$ cat src/rtl/trivium_decrypt_if.sv
// Handshake bundle for trivium_decrypt: control, ciphertext in, plaintext out.
// Optional keystream monitor port appears when TRIVIUM_KS_MON_EN is defined.
interface trivium_decrypt_if #(
  parameter int unsigned W = 8
) ();
  logic          start;
  logic [79:0]   key;
  logic [79:0]   iv;
  logic          ready;
  logic          busy;
  logic          ct_valid;
  logic          ct_ready;
  logic [W-1:0]  ct_data;
  logic          ct_last;
  logic          pt_valid;
  logic          pt_ready;
  logic [W-1:0]  pt_data;
  logic          pt_last;
  logic [15:0]   beat_cnt;
`ifdef TRIVIUM_KS_MON_EN
  logic [W-1:0]  ks_mon;

  modport master (
    output start, key, iv, ct_valid, ct_data, ct_last, pt_ready,
    input  ready, busy, ct_ready, pt_valid, pt_data, pt_last, beat_cnt, ks_mon
  );

  modport slave (
    input  start, key, iv, ct_valid, ct_data, ct_last, pt_ready,
    output ready, busy, ct_ready, pt_valid, pt_data, pt_last, beat_cnt, ks_mon
  );
`else
  modport master (
    output start, key, iv, ct_valid, ct_data, ct_last, pt_ready,
    input  ready, busy, ct_ready, pt_valid, pt_data, pt_last, beat_cnt
  );

  modport slave (
    input  start, key, iv, ct_valid, ct_data, ct_last, pt_ready,
    output ready, busy, ct_ready, pt_valid, pt_data, pt_last, beat_cnt
  );
`endif
endinterface

$ cat src/rtl/trivium_decrypt.sv
// Streaming Trivium decryptor: key/IV load, warm-up, then W keystream bits per
// accepted ciphertext beat XORed into a single registered plaintext stage.
// Optional feature macro: TRIVIUM_KS_MON_EN adds ks_mon (keystream of pt_data).
module trivium_decrypt #(
  parameter int unsigned W      = 8,
  parameter int unsigned WARMUP = 1152
) (
  input  logic             clk,
  input  logic             reset,
  trivium_decrypt_if.slave bus
);

  localparam int unsigned WarmCycles = WARMUP / W;
  localparam int unsigned CntW       = (WarmCycles > 1) ? $clog2(WarmCycles) : 1;
  localparam logic [CntW-1:0] WarmLast = CntW'(WarmCycles - 1);

  typedef enum logic [1:0] {StIdle, StWarm, StRun} state_e;

  state_e          state_q, state_d;
  logic [287:0]    s_q, s_next;
  logic [CntW-1:0] warm_cnt_q;
  logic [W-1:0]    ks_word;
  logic            pt_valid_q, pt_last_q;
  logic [W-1:0]    pt_data_q;
  logic [15:0]     beat_cnt_q;
  logic            load, warm_adv, ct_hs;
  logic            ready, busy, ct_ready;
`ifdef TRIVIUM_KS_MON_EN
  logic [W-1:0]    ks_mon_q;
`endif

  // W Trivium rounds unrolled; round 0's keystream bit lands in the MSB.
  always_comb begin
    logic [287:0] s;
    logic t1, t2, t3;
    s       = s_q;
    t1      = 1'b0;
    t2      = 1'b0;
    t3      = 1'b0;
    ks_word = '0;
    for (int r = 0; r < W; r++) begin
      t1 = s[65] ^ s[92];
      t2 = s[161] ^ s[176];
      t3 = s[242] ^ s[287];
      ks_word[W-1-r] = t1 ^ t2 ^ t3;
      t1 = t1 ^ (s[90] & s[91]) ^ s[170];
      t2 = t2 ^ (s[174] & s[175]) ^ s[263];
      t3 = t3 ^ (s[285] & s[286]) ^ s[68];
      s  = {s[286:177], t2, s[175:93], t1, s[91:0], t3};
    end
    s_next = s;
  end

  // FSM next state and handshake outputs.
  always_comb begin
    state_d  = state_q;
    load     = 1'b0;
    warm_adv = 1'b0;
    ready    = 1'b0;
    busy     = 1'b0;
    ct_ready = 1'b0;
    unique case (state_q)
      StIdle: begin
        // A pending plaintext beat blocks a new message until it drains.
        ready = ~pt_valid_q;
        if (bus.start && ready) begin
          load    = 1'b1;
          state_d = StWarm;
        end
      end
      StWarm: begin
        busy     = 1'b1;
        warm_adv = 1'b1;
        if (warm_cnt_q == WarmLast) state_d = StRun;
      end
      StRun: begin
        busy     = 1'b1;
        ct_ready = ~pt_valid_q | bus.pt_ready;
        if (bus.ct_valid && ct_ready && bus.ct_last) state_d = StIdle;
      end
      default: state_d = StIdle;
    endcase
  end

  assign ct_hs = bus.ct_valid & ct_ready;

  // FSM state register.
  always_ff @(posedge clk or negedge reset) begin
    if (!reset) state_q <= StIdle;
    else        state_q <= state_d;
  end

  // Cipher state, warm-up counter and plaintext output stage.
  always_ff @(posedge clk or negedge reset) begin
    if (!reset) begin
      s_q        <= '0;
      warm_cnt_q <= '0;
      pt_valid_q <= 1'b0;
      pt_data_q  <= '0;
      pt_last_q  <= 1'b0;
      beat_cnt_q <= '0;
`ifdef TRIVIUM_KS_MON_EN
      ks_mon_q   <= '0;
`endif
    end else begin
      if (load) begin
        s_q        <= {3'b111, 112'b0, bus.iv, 13'b0, bus.key};
        warm_cnt_q <= '0;
        beat_cnt_q <= '0;
      end else if (warm_adv) begin
        s_q        <= s_next;
        warm_cnt_q <= warm_cnt_q + 1'b1;
      end else if (ct_hs) begin
        s_q <= s_next;
      end

      if (ct_hs) begin
        pt_valid_q <= 1'b1;
        pt_data_q  <= bus.ct_data ^ ks_word;
        pt_last_q  <= bus.ct_last;
`ifdef TRIVIUM_KS_MON_EN
        ks_mon_q   <= ks_word;
`endif
        if (beat_cnt_q != 16'hFFFF) beat_cnt_q <= beat_cnt_q + 16'd1;
      end else if (bus.pt_ready) begin
        pt_valid_q <= 1'b0;
      end
    end
  end

  assign bus.ready    = ready;
  assign bus.busy     = busy;
  assign bus.ct_ready = ct_ready;
  assign bus.pt_valid = pt_valid_q;
  assign bus.pt_data  = pt_data_q;
  assign bus.pt_last  = pt_last_q;
  assign bus.beat_cnt = beat_cnt_q;
`ifdef TRIVIUM_KS_MON_EN
  assign bus.ks_mon   = ks_mon_q;
`endif

endmodule

$ cat src/flat_wrapper.sv
// flat-port wrapper written by rule: the top's interface ports become plain ports
module trivium_decrypt_flat 
#(
  parameter int unsigned W      = 8,
  parameter int unsigned WARMUP = 1152
)
  (clk, reset, bus_start, bus_key, bus_iv, bus_ct_valid, bus_ct_data, bus_ct_last, bus_pt_ready, bus_ready, bus_busy, bus_ct_ready, bus_pt_valid, bus_pt_data, bus_pt_last, bus_beat_cnt);
  trivium_decrypt_if #(.W(W)) bus_i ();
  input  logic clk;
  input  logic reset;
  input wire logic [$bits(bus_i.start)-1:0] bus_start;
  input wire logic [$bits(bus_i.key)-1:0] bus_key;
  input wire logic [$bits(bus_i.iv)-1:0] bus_iv;
  input wire logic [$bits(bus_i.ct_valid)-1:0] bus_ct_valid;
  input wire logic [$bits(bus_i.ct_data)-1:0] bus_ct_data;
  input wire logic [$bits(bus_i.ct_last)-1:0] bus_ct_last;
  input wire logic [$bits(bus_i.pt_ready)-1:0] bus_pt_ready;
  output wire logic [$bits(bus_i.ready)-1:0] bus_ready;
  output wire logic [$bits(bus_i.busy)-1:0] bus_busy;
  output wire logic [$bits(bus_i.ct_ready)-1:0] bus_ct_ready;
  output wire logic [$bits(bus_i.pt_valid)-1:0] bus_pt_valid;
  output wire logic [$bits(bus_i.pt_data)-1:0] bus_pt_data;
  output wire logic [$bits(bus_i.pt_last)-1:0] bus_pt_last;
  output wire logic [$bits(bus_i.beat_cnt)-1:0] bus_beat_cnt;
  assign bus_i.start = bus_start;
  assign bus_i.key = bus_key;
  assign bus_i.iv = bus_iv;
  assign bus_i.ct_valid = bus_ct_valid;
  assign bus_i.ct_data = bus_ct_data;
  assign bus_i.ct_last = bus_ct_last;
  assign bus_i.pt_ready = bus_pt_ready;
  assign bus_ready = bus_i.ready;
  assign bus_busy = bus_i.busy;
  assign bus_ct_ready = bus_i.ct_ready;
  assign bus_pt_valid = bus_i.pt_valid;
  assign bus_pt_data = bus_i.pt_data;
  assign bus_pt_last = bus_i.pt_last;
  assign bus_beat_cnt = bus_i.beat_cnt;
  trivium_decrypt #(.W(W), .WARMUP(WARMUP)) u_core (.clk(clk), .reset(reset), .bus(bus_i));
endmodule
$ cat config.mk
export PLATFORM = sky130hd
export DESIGN_NAME = trivium_decrypt_flat
export DESIGN_NICKNAME = d
export VERILOG_FILES = /design/src/rtl/trivium_decrypt_if.sv /design/src/rtl/trivium_decrypt.sv /design/src/flat_wrapper.sv
export SDC_FILE = /design/constraint.sdc
export NUM_CORES = 1
export LEC_CHECK = 0
export ABC_AREA = 0
export ABC_CLOCK_PERIOD_IN_PS = 6350
export BUFFER_PORTS_ARGS = -buffer_cell sky130_fd_sc_hd__buf_2
export CORE_ASPECT_RATIO = 0.75
export CORE_MARGIN = 2
export CORE_UTILIZATION = 62
export CTS_BUF_LIST = sky130_fd_sc_hd__clkbuf_4 sky130_fd_sc_hd__clkbuf_8 sky130_fd_sc_hd__clkbuf_16
export CTS_CLUSTER_SIZE = 10
export DETAILED_ROUTE_END_ITERATION = 16
export PLACE_DENSITY = 0.88
export SYNTH_ARGS = -nofsm -noshare
export SYNTH_HDL_FRONTEND = slang
export SYNTH_SLANG_ARGS = --single-unit
$ cat constraint.sdc
create_clock -name clk -period 6.35 [get_ports clk]
set_clock_uncertainty 0.05 [all_clocks]
set_input_delay 0.635 -clock clk [delete_from_list [all_inputs] [get_ports clk]]
set_output_delay 0.635 -clock clk [all_outputs]
set_load 0.005 [all_outputs]
# Yosys cells after proc, flatten, opt, wreduce, memory -nomap -nowiden

Index checks and enable logic that the tools add are counted.

Add/sub/neg operators: 2
Multipliers: 0
Divide/modulo/power cells: 0
Magnitude comparators: 0
Equal/unequal tests: 7
Shifts and indexed selects: 0
Muxes and demuxes: 20
Bitwise logic cells: 116
Reductions and logical operators: 9

Operators by type and width:

| operator                                                                 | number |
|---|---|
| 288-bit two-way mux                                                      | 3 |
| 1-bit bitwise XOR                                                        | 88 |
| 16-bit two-way mux                                                       | 3 |
| 1-bit AND                                                                | 25 |
| 16-bit by 1-bit adder with 16-bit output (second input constant)         | 1 |
| 8-bit two-way mux                                                        | 2 |
| 16-bit inequality test (second input constant)                           | 1 |
| 8-bit by 1-bit adder with 8-bit output (second input constant)           | 1 |
| 8-bit == test (second input constant)                                    | 1 |
| 1-bit two-way mux                                                        | 8 |
| 8-bit bitwise XOR                                                        | 1 |
| 2-bit two-way mux                                                        | 3 |
| 2-bit by 1-bit inequality test with 1-bit output (second input constant) | 3 |
| 2-bit case mux with 3 select lines                                       | 1 |
| 2-bit nonzero test                                                       | 2 |
| 1-bit logical AND                                                        | 3 |
| 3-bit AND reduction                                                      | 1 |
| 3-bit nonzero test                                                       | 1 |
| 2-bit by 1-bit == test with 1-bit output (second input constant)         | 1 |
| 2-bit == test (second input constant)                                    | 1 |
| 2-bit logical NOT                                                        | 1 |
| 2-bit OR reduction                                                       | 1 |
| 1-bit NOT                                                                | 1 |
| 1-bit bitwise OR                                                         | 1 |

Register bits: 324
Bits in latches: 0
Bits in writable memories: 0
Bits in read-only memories: 0
Input bits: 174
Output and inout bits: 29
Word-level logic and storage cells: 161
Memories kept: 0

# Logic depth before layout (Yosys ltp)

Gate-level depths: netlist of the first run.

Depth in word-level cells: 7
Gate-level depth with buffers: 9
Gate-level depth less buffers: 6

# Least setup slack after synthesis of the first run

Ideal clock, no wire load.

Path kind: reg-to-reg
From: register u_core.beat_cnt_q[0], in the netlist u_core.bus.beat_cnt[0]
To: register u_core.beat_cnt_q[14], in the netlist u_core.bus.beat_cnt[14]
Setup time: 0.126 ns
Arrival: 1.903 ns
Data required time: 6.174 ns
Path slack: 4.271 ns
Cell stages (with the launch flop): 7
Buffers on the path: 1
Period minus slack after synthesis: 2.079 ns
Cells stage by stage: dfrtp_1 > ha_1 > nand4_2 > or4_1 > buf_6 > and4_1 > a221o_1

Word-level cells in the longest chain between the ends: 3
Elaborated cells between the ends (all ways): 4
Classes of those cells: add/sub (1); eq/ne (1); mux (2)

Ends and longest elaborated chain:

| item                                                                               | line                   | RTL |
|---|---|---|
| start, declared                                                                    | trivium_decrypt.sv:25  | `logic [15:0] beat_cnt_q;` |
| start signal, assigned                                                             | trivium_decrypt.sv:124 | `if (beat_cnt_q != 16'hFFFF) beat_cnt_q <= beat_cnt_q + 16'd1;` |
| 16-bit by 1-bit adder with 16-bit output or 16-bit inequality test (tied branches) | trivium_decrypt.sv:124 |  |
| 16-bit two-way mux *                                                               | trivium_decrypt.sv:124 |  |
| 16-bit two-way mux *                                                               | trivium_decrypt.sv:117 | `if (ct_hs) begin` |

Every way passes the cells marked *; elsewhere a longest branch is shown, timed or not.
A chain may end at the register's enable or synchronous reset.

# Worst setup path in the final report of the first run

From: register u_core.state_q[1]
To: register u_core.s_q[139]

Word-level cells in the longest chain between the ends: 4
Elaborated cells between the ends (all ways): 10
Classes of those cells: eq/ne (2); mux (5); bitwise (1); reduce/logical (2)

Ends and longest elaborated chain:

| item                                                                       | line                                          | RTL |
|---|---|---|
| start, declared                                                            | trivium_decrypt.sv:19                         | `state_e state_q, state_d;` |
| start signal, assigned                                                     | trivium_decrypt.sv:89                         | `if (!reset) state_q <= StIdle;` |
| start signal, assigned                                                     | trivium_decrypt.sv:90                         | `else state_q <= state_d;` |
| 2-bit == test or 2-bit by 1-bit == test with 1-bit output (tied branches)  | trivium_decrypt.sv:62                         | `unique case (state_q)` |
| 1-bit two-way mux                                                          | trivium_decrypt.sv:62                         |  |
| 1-bit AND or 288-bit two-way mux (tied branches)                           | trivium_decrypt.sv:85, trivium_decrypt.sv:110 |  |
| 3-bit nonzero test (no source line) or 288-bit two-way mux (tied branches) | n/a                                           |  |
| end signal, assigned                                                       | trivium_decrypt.sv:107                        | `s_q <= {3'b111, 112'b0, bus.iv, 13'b0, bus.key};` |
| end signal, assigned                                                       | trivium_decrypt.sv:111                        | `s_q <= s_next;` |
| end signal, assigned                                                       | trivium_decrypt.sv:114                        | `s_q <= s_next;` |
| end, declared                                                              | trivium_decrypt.sv:20                         | `logic [287:0] s_q, s_next;` |

Parallel ways exist; a longest one is shown, timed or not.

==> summary.md, run 1 <==
| Metric | Value |
|---|---|
| Status | finished, final reports clean |
| Post-synthesis async set-or-reset flop share | 100.0% |
| Post-place setup slack | 3141 ps |
| H-tree depth | 2 |
| Port Buffers | 202 |
| Mapped Avg Cell Area | 8.703 um^2 |
| Fin Setup TNS | 0 ps |
| Syn_nets | 1900 |
| Post-DP HPWL | 24770 um |
| Initial Util | 62.80% |
| DR vias/cell | 6.056 |
| Via count | 13080 |
| Leading register cell type out of synthesis | dfrtp_1 |
| Syn Inst Count | 1721 |
| Post-route DRC | 0 |
| Maximum root-to-sink buffer count | 3 |
| Final cycle utilization of the critical path | 50.32% |
| Pleak | 7.931 nW |
| Final Net Count | 2030 |
| FMAX | 0.3130 GHz |
| Tightest Pin Transition | 1170 ps |
| Dpl cell area | 16060 um^2 |
| Setup Buffers After CTS | 0 |
| Max VDD drop | 0.5061 mV |
| Post-CTS Hold Buffers | 0 |
| Row cnt | 49 |
| CP arrival | 3560 ps |
| Largest net degree at the start of global routing | 217 |
| Crit path max fanout | 216 |
| Max-cap violation count | 0 |
| Final WS setup | 3155 ps |
| Pre-Repair DR Iteration Count | 6 |
| RePlAce Congestion | 0.9450 |
| Yosys reg bits | 324 |
| Post-synth top area share | 54.13% |
| Worst reg-to-reg path cell count | 6 |
| Synth top area cells | dfrtp_1, nand2_1, a31oi_1 |
| Crit Path Class | flip-flop to flip-flop |
| CTS tree | done |
| Ys Warns | 0 |
| Final wirelength | 40030 um |
| Routed Antenna Nets | 0 |
| Data required time of the critical path | 6710 ps |
| Die area | 25430 um^2 |
| Cell Pwr Density | 542.2 nW/um^2 |
| Num CTS Buffers | 38 |
| Clk_lat worst skew | 520 ps |
| IO Pins | 203 |
| Finish-stage setup viols | 0 |
| R2R setup slack | 3150 ps |
| Core ar. | 23850 um^2 |
| Initial DRC count | 1715 |
| Tightest Hold Check Type | primary input to async pin |
| Rel. slew slack | 21.98% |
| Post-CTS sizing | 0 |
| Clock-pin slew on the worst setup and hold paths | 60 ps |
| Most frequent cells in the layout | nand2_1, dfrtp_1, buf_2 |
| GR Overflow Total | 0 |
| EDFF count, synth | 0 |
| Worst Setup End Kind | flip-flop |
| DIE WIDTH | 183.5 um |
| CTS root buffer | clkbuf_16 |
| CP Launch Type | flip-flop |
| Die height | 138.6 um |
| Final instance area | 17100 um^2 |
| Hold Vio Cnt, Final | 0 |
| Clock sink total | 324 |
| Final total power | 9.268 mW |
| Routed len/inst | 18.54 um |
| GRT Total Usage | 30.89% |
| Most area-hungry cell type in the Yosys netlist | dfrtp_1 |
| Synth-to-layout area growth | 14.13% |
| RSZ-0062 raised after global routing | no |
| Final Max Slew Viols | 0 |
| Vias in the first global route | 12020 |
| Sequential share of the synthesized area | 54.13% |
| Util after Layout | 71.68% |
| Antenna Cells | 0 |
| Cell variety after synth | 51 |
| Synthesized area | 14980 um^2 |
| Most common library cell in the layout ignoring fill and taps | nand2_1 |
| Layout cells sized above 1 | 14.46% |
| First-pass GRT wire length | 62450 um |
| Initial antenna violation count | 0 |
| Min Clock Period, post-route | 3195 ps |
-- worst paths after layout --
check / startpoint / end
worst max register to register: u_core.state_q[1] / u_core.s_q[139]
min in group clk: bus_key[5] / u_core.s_q[5]
max in group asynchronous: reset / u_core.s_q[151]
worst min-delay path: reset / u_core.bus.beat_cnt[7]
worst max-delay path: u_core.state_q[1] / u_core.s_q[139]
worst min register to register: u_core.bus.pt_last / u_core.bus.pt_last
-- layout make-up --
type / instances / area [um^2]
repair buffers: 213 / 1141
inverters: 8 / 30.03
multi-input cells: 1266 / 6399
clock inverters: 1 / 8.758
clock buffers: 41 / 1026
well taps: 306 / 382.9
fillers: 1655 / 6754
flip-flops and latches: 324 / 8108
-- layer usage --
metal  wire, um  GRT usage (%)  vias up
met5          0              0        -
li1           -              -     5973
met4       1188          9.979        0
met2      18000          45.88      736
met3       3806          6.381      109
met1      17030          46.07     6257
-- per-stage QoR --
stage / cells / hold slack (ps)
after floorplan: 1721 / 289.4
after global placement: 2117 / 406.7
after detailed placement: 2117 / 411.6
after CTS: 2159 / 193.0
after global routing: 2159 / 213.2
final: 2159 / 123.3
-- state kept, by name (all words and copies together) (netlist names) --
| signal | cells |
|---|---|
| u_core.bus.pt_valid | 1 |
| u_core.warm_cnt_q | 8 |
| u_core.bus.beat_cnt | 16 |
| u_core.bus.pt_data | 8 |
| u_core.s_q | 288 |
| u_core.state_q | 2 |
| u_core.bus.pt_last | 1 |
-- kinds of logic after synthesis --
logic type                 after synthesis  synth area share (%)
and+or+nand+nor                        830                 21.90
AOI/OAI and AO/OA                      342                 13.42
DFF                                    324                 54.13
buffers and inverters                  131                 3.375
xor gates and xnor gates                86                 6.549
adders and majority gates                5                0.4177
muxes                                    3                0.2088
-- cell usage after synthesis (all sizes together), types with 5 or more instances --
| library cell | n |
|---|---|
| nand4 | 11 |
| a21oi | 120 |
| clkbuf | 112 |
| buf | 11 |
| nand3 | 11 |
| nand2 | 593 |
| dfrtp | 324 |
| inv | 8 |
| a221o | 6 |
| xnor2 | 46 |
| o21ai | 45 |
| ha | 5 |
| a31oi | 151 |
| xor2 | 24 |
| nor4 | 7 |
| xor3 | 6 |
| a211oi | 9 |
| nor2 | 180 |
| xnor3 | 10 |
| and2 | 5 |
-- worst max-delay path: stages (launching register included) --
cell and delay [ps]:
dfrtp_1 370, inv_1 80, ha_1 360, a31oi_4 890, buf_12 620, nand2_1 170, a31oi_1 290
-- where the power goes --
part / switching (mW) / internal, mW / total (mW)
registers: 0.632 / 2.88 / 3.52
logic: 2.41 / 1.42 / 3.83
clock network: 0.789 / 1.13 / 1.92
total: 3.83 / 5.44 / 9.27
Power figures use the tool's default switching activity.
==> inputs of run 2 (changes only) <==
--- a/config.mk
+++ b/config.mk
@@ -5,16 +5,16 @@
 export SDC_FILE = /design/constraint.sdc
 export NUM_CORES = 1
 export LEC_CHECK = 0
-export ABC_AREA = 0
-export ABC_CLOCK_PERIOD_IN_PS = 6350
+export ABC_AREA = 1
+export ABC_CLOCK_PERIOD_IN_PS = 3100
 export BUFFER_PORTS_ARGS = -buffer_cell sky130_fd_sc_hd__buf_2
 export CORE_ASPECT_RATIO = 0.75
 export CORE_MARGIN = 2
-export CORE_UTILIZATION = 62
+export CORE_UTILIZATION = 58
 export CTS_BUF_LIST = sky130_fd_sc_hd__clkbuf_4 sky130_fd_sc_hd__clkbuf_8 sky130_fd_sc_hd__clkbuf_16
 export CTS_CLUSTER_SIZE = 10
 export DETAILED_ROUTE_END_ITERATION = 16
-export PLACE_DENSITY = 0.88
+export PLACE_DENSITY = 0.83
 export SYNTH_ARGS = -nofsm -noshare
 export SYNTH_HDL_FRONTEND = slang
 export SYNTH_SLANG_ARGS = --single-unit
==> constraint.sdc (replaced) <==
create_clock -name clk -period 3.1 [get_ports clk]
set_clock_uncertainty 0.05 [all_clocks]
set_input_delay 0.31 -clock clk [delete_from_list [all_inputs] [get_ports clk]]
set_output_delay 0.31 -clock clk [all_outputs]
set_load 0.005 [all_outputs]
==> summary.md, run 2 <==
| Metric | Value |
|---|---|
| CP Launch Type | flip-flop |
| Max-cap violation count | 0 (unchanged) |
| Initial Util | 59.39% (-3.4 points) |
| Vias in the first global route | 12550 (+4.4%) |
| Worst Setup End Kind | flip-flop |
| Routed Antenna Nets | 0 (unchanged) |
| Syn_nets | 2056 (+8.2%) |
| Final wirelength | 41060 um (+2.6%) |
| Row cnt | 51 (+4.1%) |
| Layout cells sized above 1 | 13.82% (-0.65 points) |
| Max VDD drop | 0.9503 mV (+88%) |
| Largest net degree at the start of global routing | 246 (+13%) |
| Worst reg-to-reg path cell count | 8 (+2) |
| FMAX | 0.3872 GHz (+24%) |
| Clock-pin slew on the worst setup and hold paths | 60 ps (about the same) |
| Final total power | 19.93 mW (+110%) |
| Pleak | 8.924 nW (+13%) |
| CP arrival | 2890 ps (-670 ps) |
| Routed len/inst | 17.20 um (-7.2%) |
| Data required time of the critical path | 3410 ps (-3300 ps) |
| CTS tree | done |
| GR Overflow Total | 0 (unchanged) |
| Crit Path Class | flip-flop to flip-flop |
| Synthesized area | 15540 um^2 (+3.7%) |
| Die height | 145.8 um (+5.2%) |
| Post-route DRC | 0 (unchanged) |
| Yosys reg bits | 324 (unchanged) |
| Largest Register | u_core.s_q |
| EDFF count, synth | 0 (unchanged) |
| Post-synth top area share | 52.18% (-2.0 points) |
| Most frequent cells after synthesis | nand2_1, dfrtp_1, inv_1, nor2_1, o21ai_0 |
| Final Max Slew Viols | 0 (unchanged) |
| Final cycle utilization of the critical path | 83.31% (+33 points) |
| Initial antenna violation count | 3 (+3) |
| RePlAce Congestion | 0.9346 (-1.1%) |
| Leading register cell type out of synthesis | dfrtp_1 |
| Post-synthesis async set-or-reset flop share | 100.0% (unchanged) |
| Via count | 13300 (+1.7%) |
| Die area | 28130 um^2 (+11%) |
| Min Clock Period, post-route | 2582 ps (-612.7 ps) |
| GRT Total Usage | 29.35% (-1.5 points) |
| Port Buffers | 202 (unchanged) |
| Maximum root-to-sink buffer count | 3 (unchanged) |
| Synth top area cells | dfrtp_1, nand2_1, inv_1 |
| RSZ-0062 raised after global routing | no |
| Post-DP HPWL | 28380 um (+15%) |
| Pre-Repair DR Iteration Count | 6 (unchanged) |
| H-tree depth | 2 (unchanged) |
| Clock sink total | 324 (unchanged) |
| Cell Pwr Density | 1127 nW/um^2 (+110%) |
| Syn Inst Count | 1877 (+9.1%) |
| Count leader, synth | nand2_1 |
| RR Startpoint | u_core.state_q[1] |
| Most common library cell in the layout ignoring fill and taps | nand2_1 |
| Clk_lat worst skew | 510 ps (about the same) |
| Rel. slew slack | 31.61% (+9.6 points) |
| Final WS setup | 517.5 ps (-2637 ps) |
| Num CTS Buffers | 38 (unchanged) |
| Sequential share of the synthesized area | 52.18% (-2.0 points) |
| First-pass GRT wire length | 65370 um (+4.7%) |
| Finish-stage setup viols | 0 (unchanged) |
| CP Capture Point | u_core.s_q[28] |
| Most frequent cells in the layout | nand2_1, dfrtp_1, inv_1 |
| R2R setup slack | 520 ps (-2640 ps) |
| Core ar. | 26160 um^2 (+9.7%) |
| Ys Warns | 0 (unchanged) |
| Status | finished, violations left |
| Cell variety after synth | 28 (-45%) |
| Failing checks | hold timing |
| DR vias/cell | 5.571 (-8.0%) |
| Fin Setup TNS | 0 ps (unchanged) |
| DIE WIDTH | 193 um (+5.2%) |
| Post-CTS sizing | 0 (unchanged) |
| Most area-hungry cell type in the Yosys netlist | dfrtp_1 |
| Final hold slack | -0.09659 ps (-123.4 ps) |
| Number of fill cells in the layout | 2081 (+26%) |
| Max reg flops | 288 (unchanged) |
| Critical Path Source | u_core.state_q[1] |
| Synth-to-layout area growth | 13.74% |
| R2r endpoint | u_core.s_q[28] |
| Hold Vio Cnt, Final | 1 (+1) |
| IO Pins | 203 (unchanged) |
| Initial DRC count | 1145 (-33%) |
| Final Net Count | 2216 (+9.2%) |
| Tightest Hold Check Type | primary input to flip-flop |
| Tightest Pin Transition | 1026 ps (-144.4 ps) |
| CTS root buffer | clkbuf_16 |
| Crit path max fanout | 88 (-59%) |
| Mapped Avg Cell Area | 8.278 um^2 (-4.9%) |
| Post-place setup slack | 568.2 ps (-2573 ps) |
-- run 2: changes by cell type after synthesis, sizes merged, moves of 63 or more --
cell / change
buf: +72
a21oi: -111
a31oi: -67
clkbuf: -93
inv: +242
o22ai: +102
nor2: -63
-- run 2: logic make-up after synthesis --
logic type               Yosys count  synth area share [%]
AO/OA/AOI/OAI                    357                 14.28
XOR/XNOR                          60                 3.382
adder cells (fa/ha/maj)            5                0.4026
buffers and inverters            352                 9.961
flip-flops                       324                 52.18
AND/OR/NAND/NOR                  779                 19.80
-- run 2: stage by stage --
step / area [um^2] / hold slack [ps] / cells / util [%]
4_1_cts: 17670 / 0.5017 / 2385 / 67.53
2_1_floorplan: 15540 / -35.59 / 1877 / -
5_1_grt: 17670 / 11.84 / 2385 / 67.53
3_3_place_gp: 16620 / 377.2 / 2339 / 63.53
3_5_place_dp: 16620 / 379.0 / 2339 / 63.53
6_report: 17670 / -0.09659 / 2387 / 67.55
-- run 2: final cells by class --
class / instances / area [um^2] / area share, %
flip-flops and latches: 324 / 8108 / 45.88
multi-input cells: 1201 / 5899 / 33.38
repair buffers: 222 / 1264 / 7.150
clock buffers: 43 / 1018 / 5.763
inverters: 250 / 939.7 / 5.317
well taps: 344 / 430.4 / 2.435
clock inverters: 1 / 8.758 / 0.04956
diodes: 2 / 5.005 / 0.02832
-- run 2: per-layer routing --
layer  GRT usage, %  part of all wire, %  vias to the layer above
li1               -                    -                     6359
met1          45.01                   45                     6316
met2          43.55                   44                      557
met3          5.546                  9.0                       63
met4          6.439                  1.8                        4
met5              0                0.068                        -
-- run 2: worst min-delay path by stage --
| stage | start | to | slack [ps] | cells after the start |
|---|---|---|---|---|
| floorplan | reset | u_core.bus.beat_cnt[0] | -40 | 0 |
| global placement | reset | u_core.s_q[68] | 380 | 1 |
| detailed placement | reset | u_core.s_q[68] | 380 | 1 |
| CTS | bus_iv[44] | u_core.s_q[137] | 0.5 | 3 |
| global route | bus_iv[30] | u_core.s_q[123] | 10 | 3 |
| finish | bus_iv[43] | u_core.s_q[136] | -0.1 | 3 |
-- run 2: worst max-delay path, cell delays in order, from the launching register on --
cell,delay (ps)
dfrtp_1,370
inv_1,80
ha_1,220
nand3_4,180
buf_12,340
buf_4,660
nand2_1,130
o211ai_1,180
o21ai_0,130
-- run 2: where the power goes --
| group | switching (mW) | internal [mW] |
|---|---|---|
| Sequential | 1.09 | 6.14 |
| Clock | 1.61 | 2.29 |
| Combinational | 5.85 | 2.95 |
| Total | 8.55 | 11.4 |
-- run 2: repair_timing --
item                                    4_1_cts  5_1_grt
hold buffers                                  2        0
endpoints found under the setup margin        0        0
endpoints found under the hold margin        94        0
setup buffers                                 0        0
==> inputs of run 3 (changes only) <==
--- a/config.mk
+++ b/config.mk
@@ -6,15 +6,15 @@
 export NUM_CORES = 1
 export LEC_CHECK = 0
 export ABC_AREA = 1
-export ABC_CLOCK_PERIOD_IN_PS = 3100
+export ABC_CLOCK_PERIOD_IN_PS = 2280
 export BUFFER_PORTS_ARGS = -buffer_cell sky130_fd_sc_hd__buf_2
 export CORE_ASPECT_RATIO = 0.75
 export CORE_MARGIN = 2
-export CORE_UTILIZATION = 58
+export CORE_UTILIZATION = 53
 export CTS_BUF_LIST = sky130_fd_sc_hd__clkbuf_4 sky130_fd_sc_hd__clkbuf_8 sky130_fd_sc_hd__clkbuf_16
 export CTS_CLUSTER_SIZE = 10
 export DETAILED_ROUTE_END_ITERATION = 16
-export PLACE_DENSITY = 0.83
+export PLACE_DENSITY = 0.8
 export SYNTH_ARGS = -nofsm -noshare
 export SYNTH_HDL_FRONTEND = slang
 export SYNTH_SLANG_ARGS = --single-unit
==> constraint.sdc (replaced) <==
create_clock -name clk -period 2.28 [get_ports clk]
set_clock_uncertainty 0.05 [all_clocks]
set_input_delay 0.228 -clock clk [delete_from_list [all_inputs] [get_ports clk]]
set_output_delay 0.228 -clock clk [all_outputs]
set_load 0.005 [all_outputs]
==> summary.md, run 3 (synthesis results as in run 2) <==
| Metric | Value |
|---|---|
| Cell Pwr Density | 1442 nW/um^2 (+28%) |
| R2R setup slack | 120 ps (-390 ps) |
| Clock sink total | 324 (unchanged) |
| Slowest cell delay on critical path | 400 ps (-260 ps) |
| GR Overflow Total | 0 (unchanged) |
| Register area | 8108 um^2 (unchanged) |
| Min Clock Period, post-route | 2157 ps (-425.4 ps) |
| GRT Total Usage | 30.96% (+1.6 points) |
| Post-DP HPWL | 30370 um (+7.0%) |
| CTS tree | done |
| DR vias/cell | 5.554 (-0.32%) |
| Initial Util | 53.61% (-5.8 points) |
| Post-route DRC | 0 (unchanged) |
| Final Max Slew Viols | 0 (unchanged) |
| Most common library cell in the layout ignoring fill and taps | nand2_1 |
| Status | finished, final reports clean |
| Slowest cell on crit path | dfrtp_1 |
| Core ar. | 28990 um^2 (+11%) |
| First-pass GRT wire length | 75150 um (+15%) |
| Max-cap violation count | 0 (unchanged) |
| Hold Vio Cnt, Final | 0 (-1) |
| Maximum root-to-sink buffer count | 3 (unchanged) |
| Final hold slack | 19.39 ps (+19.49 ps) |
| Fin Setup TNS | 0 ps (unchanged) |
| CP arrival | 2510 ps (-380 ps) |
| Tightest Hold Check Type | primary input to flip-flop |
| Bufs and invs on worst path | 3 (unchanged) |
| Largest net degree at the start of global routing | 110 (-55%) |
| Final cycle utilization of the critical path | 94.61% (+11 points) |
| Tightest Pin Transition | 580.2 ps (-445.6 ps) |
| Rel. slew slack | 61.32% (+30 points) |
| Num CTS Buffers | 38 (unchanged) |
| Routed len/inst | 18.22 um (+5.9%) |
| Largest Register | u_core.s_q |
| Row cnt | 54 (+5.9%) |
| Crit path cell chain | inv_1, ha_1, nand3_4, nand2_4, inv_2, nand2_8, buf_12, o211ai_1, o21ai_0 |
| Number of fill cells in the layout | 2175 (+4.5%) |
| Pre-Repair DR Iteration Count | 6 (unchanged) |
| CTS root buffer | clkbuf_16 |
| Final wirelength | 47600 um (+16%) |
| Clk_lat worst skew | 550 ps (+40 ps) |
| Final Net Count | 2392 (+7.9%) |
| RSZ-0062 raised after global routing | no |
| Max reg flops | 288 (unchanged) |
| Final total power | 28.20 mW (+42%) |
| Pleak | 9.712 nW (+8.8%) |
| Finish-stage setup viols | 0 (unchanged) |
| RePlAce Congestion | 0.9121 (-2.4%) |
| Routed Antenna Nets | 0 (unchanged) |
| Synth-to-layout area growth | 25.86% |
| Area of the multi-input gates | 5908 um^2 (+0.15%) |
| Port Buffers | 202 (unchanged) |
| Crit Path Class | flip-flop to flip-flop |
| Max VDD drop | 0.7956 mV (-16%) |
| H-tree depth | 2 (unchanged) |
| Critical path's top delay family | buffers and inverters |
| Clock-pin slew on the worst setup and hold paths | 60 ps (about the same) |
| DIE WIDTH | 201.7 um (+4.5%) |
| IO Pins | 203 (unchanged) |
| Vias in the first global route | 13990 (+12%) |
| Most frequent cells in the layout | nand2_1, dfrtp_1, inv_1 |
| Crit path max fanout | 109 (+24%) |
| CP Launch Type | flip-flop |
| Layout cells sized above 1 | 13.74% (-0.078 points) |
| Die height | 152.3 um (+4.5%) |
| Worst Setup End Kind | flip-flop |
| Initial antenna violation count | 1 (-2) |
| Die area | 30720 um^2 (+9.2%) |
| Initial DRC count | 1453 (+27%) |
| Via count | 14510 (+9.1%) |
| FMAX | 0.4636 GHz (+20%) |
| Data required time of the critical path | 2630 ps (-780 ps) |
run 3: changes by cell type in the layout (fill, tap and decap cells not counted), moves of 2 or more:
cell / previous run / this run
buf_4: 11 / 23
clkbuf_4: 2 / 6
buf_12: 7 / 15
clkbuf_8: 2 / 0
dlygate4sd3_1: 2 / 158
run 3: routing by layer:
layer | global-route usage (%) | share of wire [%]
met5 | 0 | 0
met4 | 11.27 | 3.7
met3 | 7.506 | 9.8
met2 | 46.44 | 44
met1 | 44.01 | 43
run 3: layout make-up:
type | instances | area share [%]
Clock inverter | 3 | 0.1727
Tap cell | 392 | 2.508
Inverter | 250 | 4.818
Timing Repair Buffer | 398 | 15.73
Multi-Input combinational cell | 1201 | 30.21
Antenna cell | 1 | 0.01280
Clock buffer | 44 | 5.093
Sequential cell | 324 | 41.46
run 3: final timing paths:
path                                  startpoint                      to  cells past startpoint
max                            u_core.state_q[0]          u_core.s_q[55]                      9
min                                   bus_key[6]           u_core.s_q[6]                      5
max reg2reg                    u_core.state_q[0]          u_core.s_q[55]                      9
min reg2reg                u_core.bus.pt_data[5]   u_core.bus.pt_data[5]                      2
max in group asynchronous                  reset  u_core.bus.beat_cnt[6]                      3
min in group asynchronous                  reset          u_core.s_q[78]                      2
run 3: where the power goes:
group / internal, mW / total (mW) / switching (mW)
logic: 4.56 / 12.9 / 8.29
clock network: 3.07 / 5.40 / 2.34
registers: 8.35 / 9.94 / 1.59
run 3: per-stage QoR:
step	instance area, um^2	cells	utilization [%]	worst slack (ps)
final	19560	2613	67.47	122.9
after global routing	19550	2612	67.46	42.32
after floorplan	15540	1877	-	613.0
after detailed placement	16930	2407	58.41	196.0
after global placement	16930	2407	58.41	265.8
after CTS	19540	2612	67.42	157.2
run 3: worst register-to-register path: cells and delay by family, from the launching register on:
family	cells	cell delay, ps
adder cells (fa/ha/maj)	1	230
AND/OR/NAND/NOR	3	440
flip-flops	1	400
buffers and inverters	3	500
AO/OA/AOI/OAI	2	400
run 3: repair_timing:
action                                  4_1_cts  5_1_grt
gates resized for setup                       0        3
hold buffers                                158        0
endpoints found under the setup margin        0        3
setup buffers                                 0        0
endpoints found under the hold margin       213        0
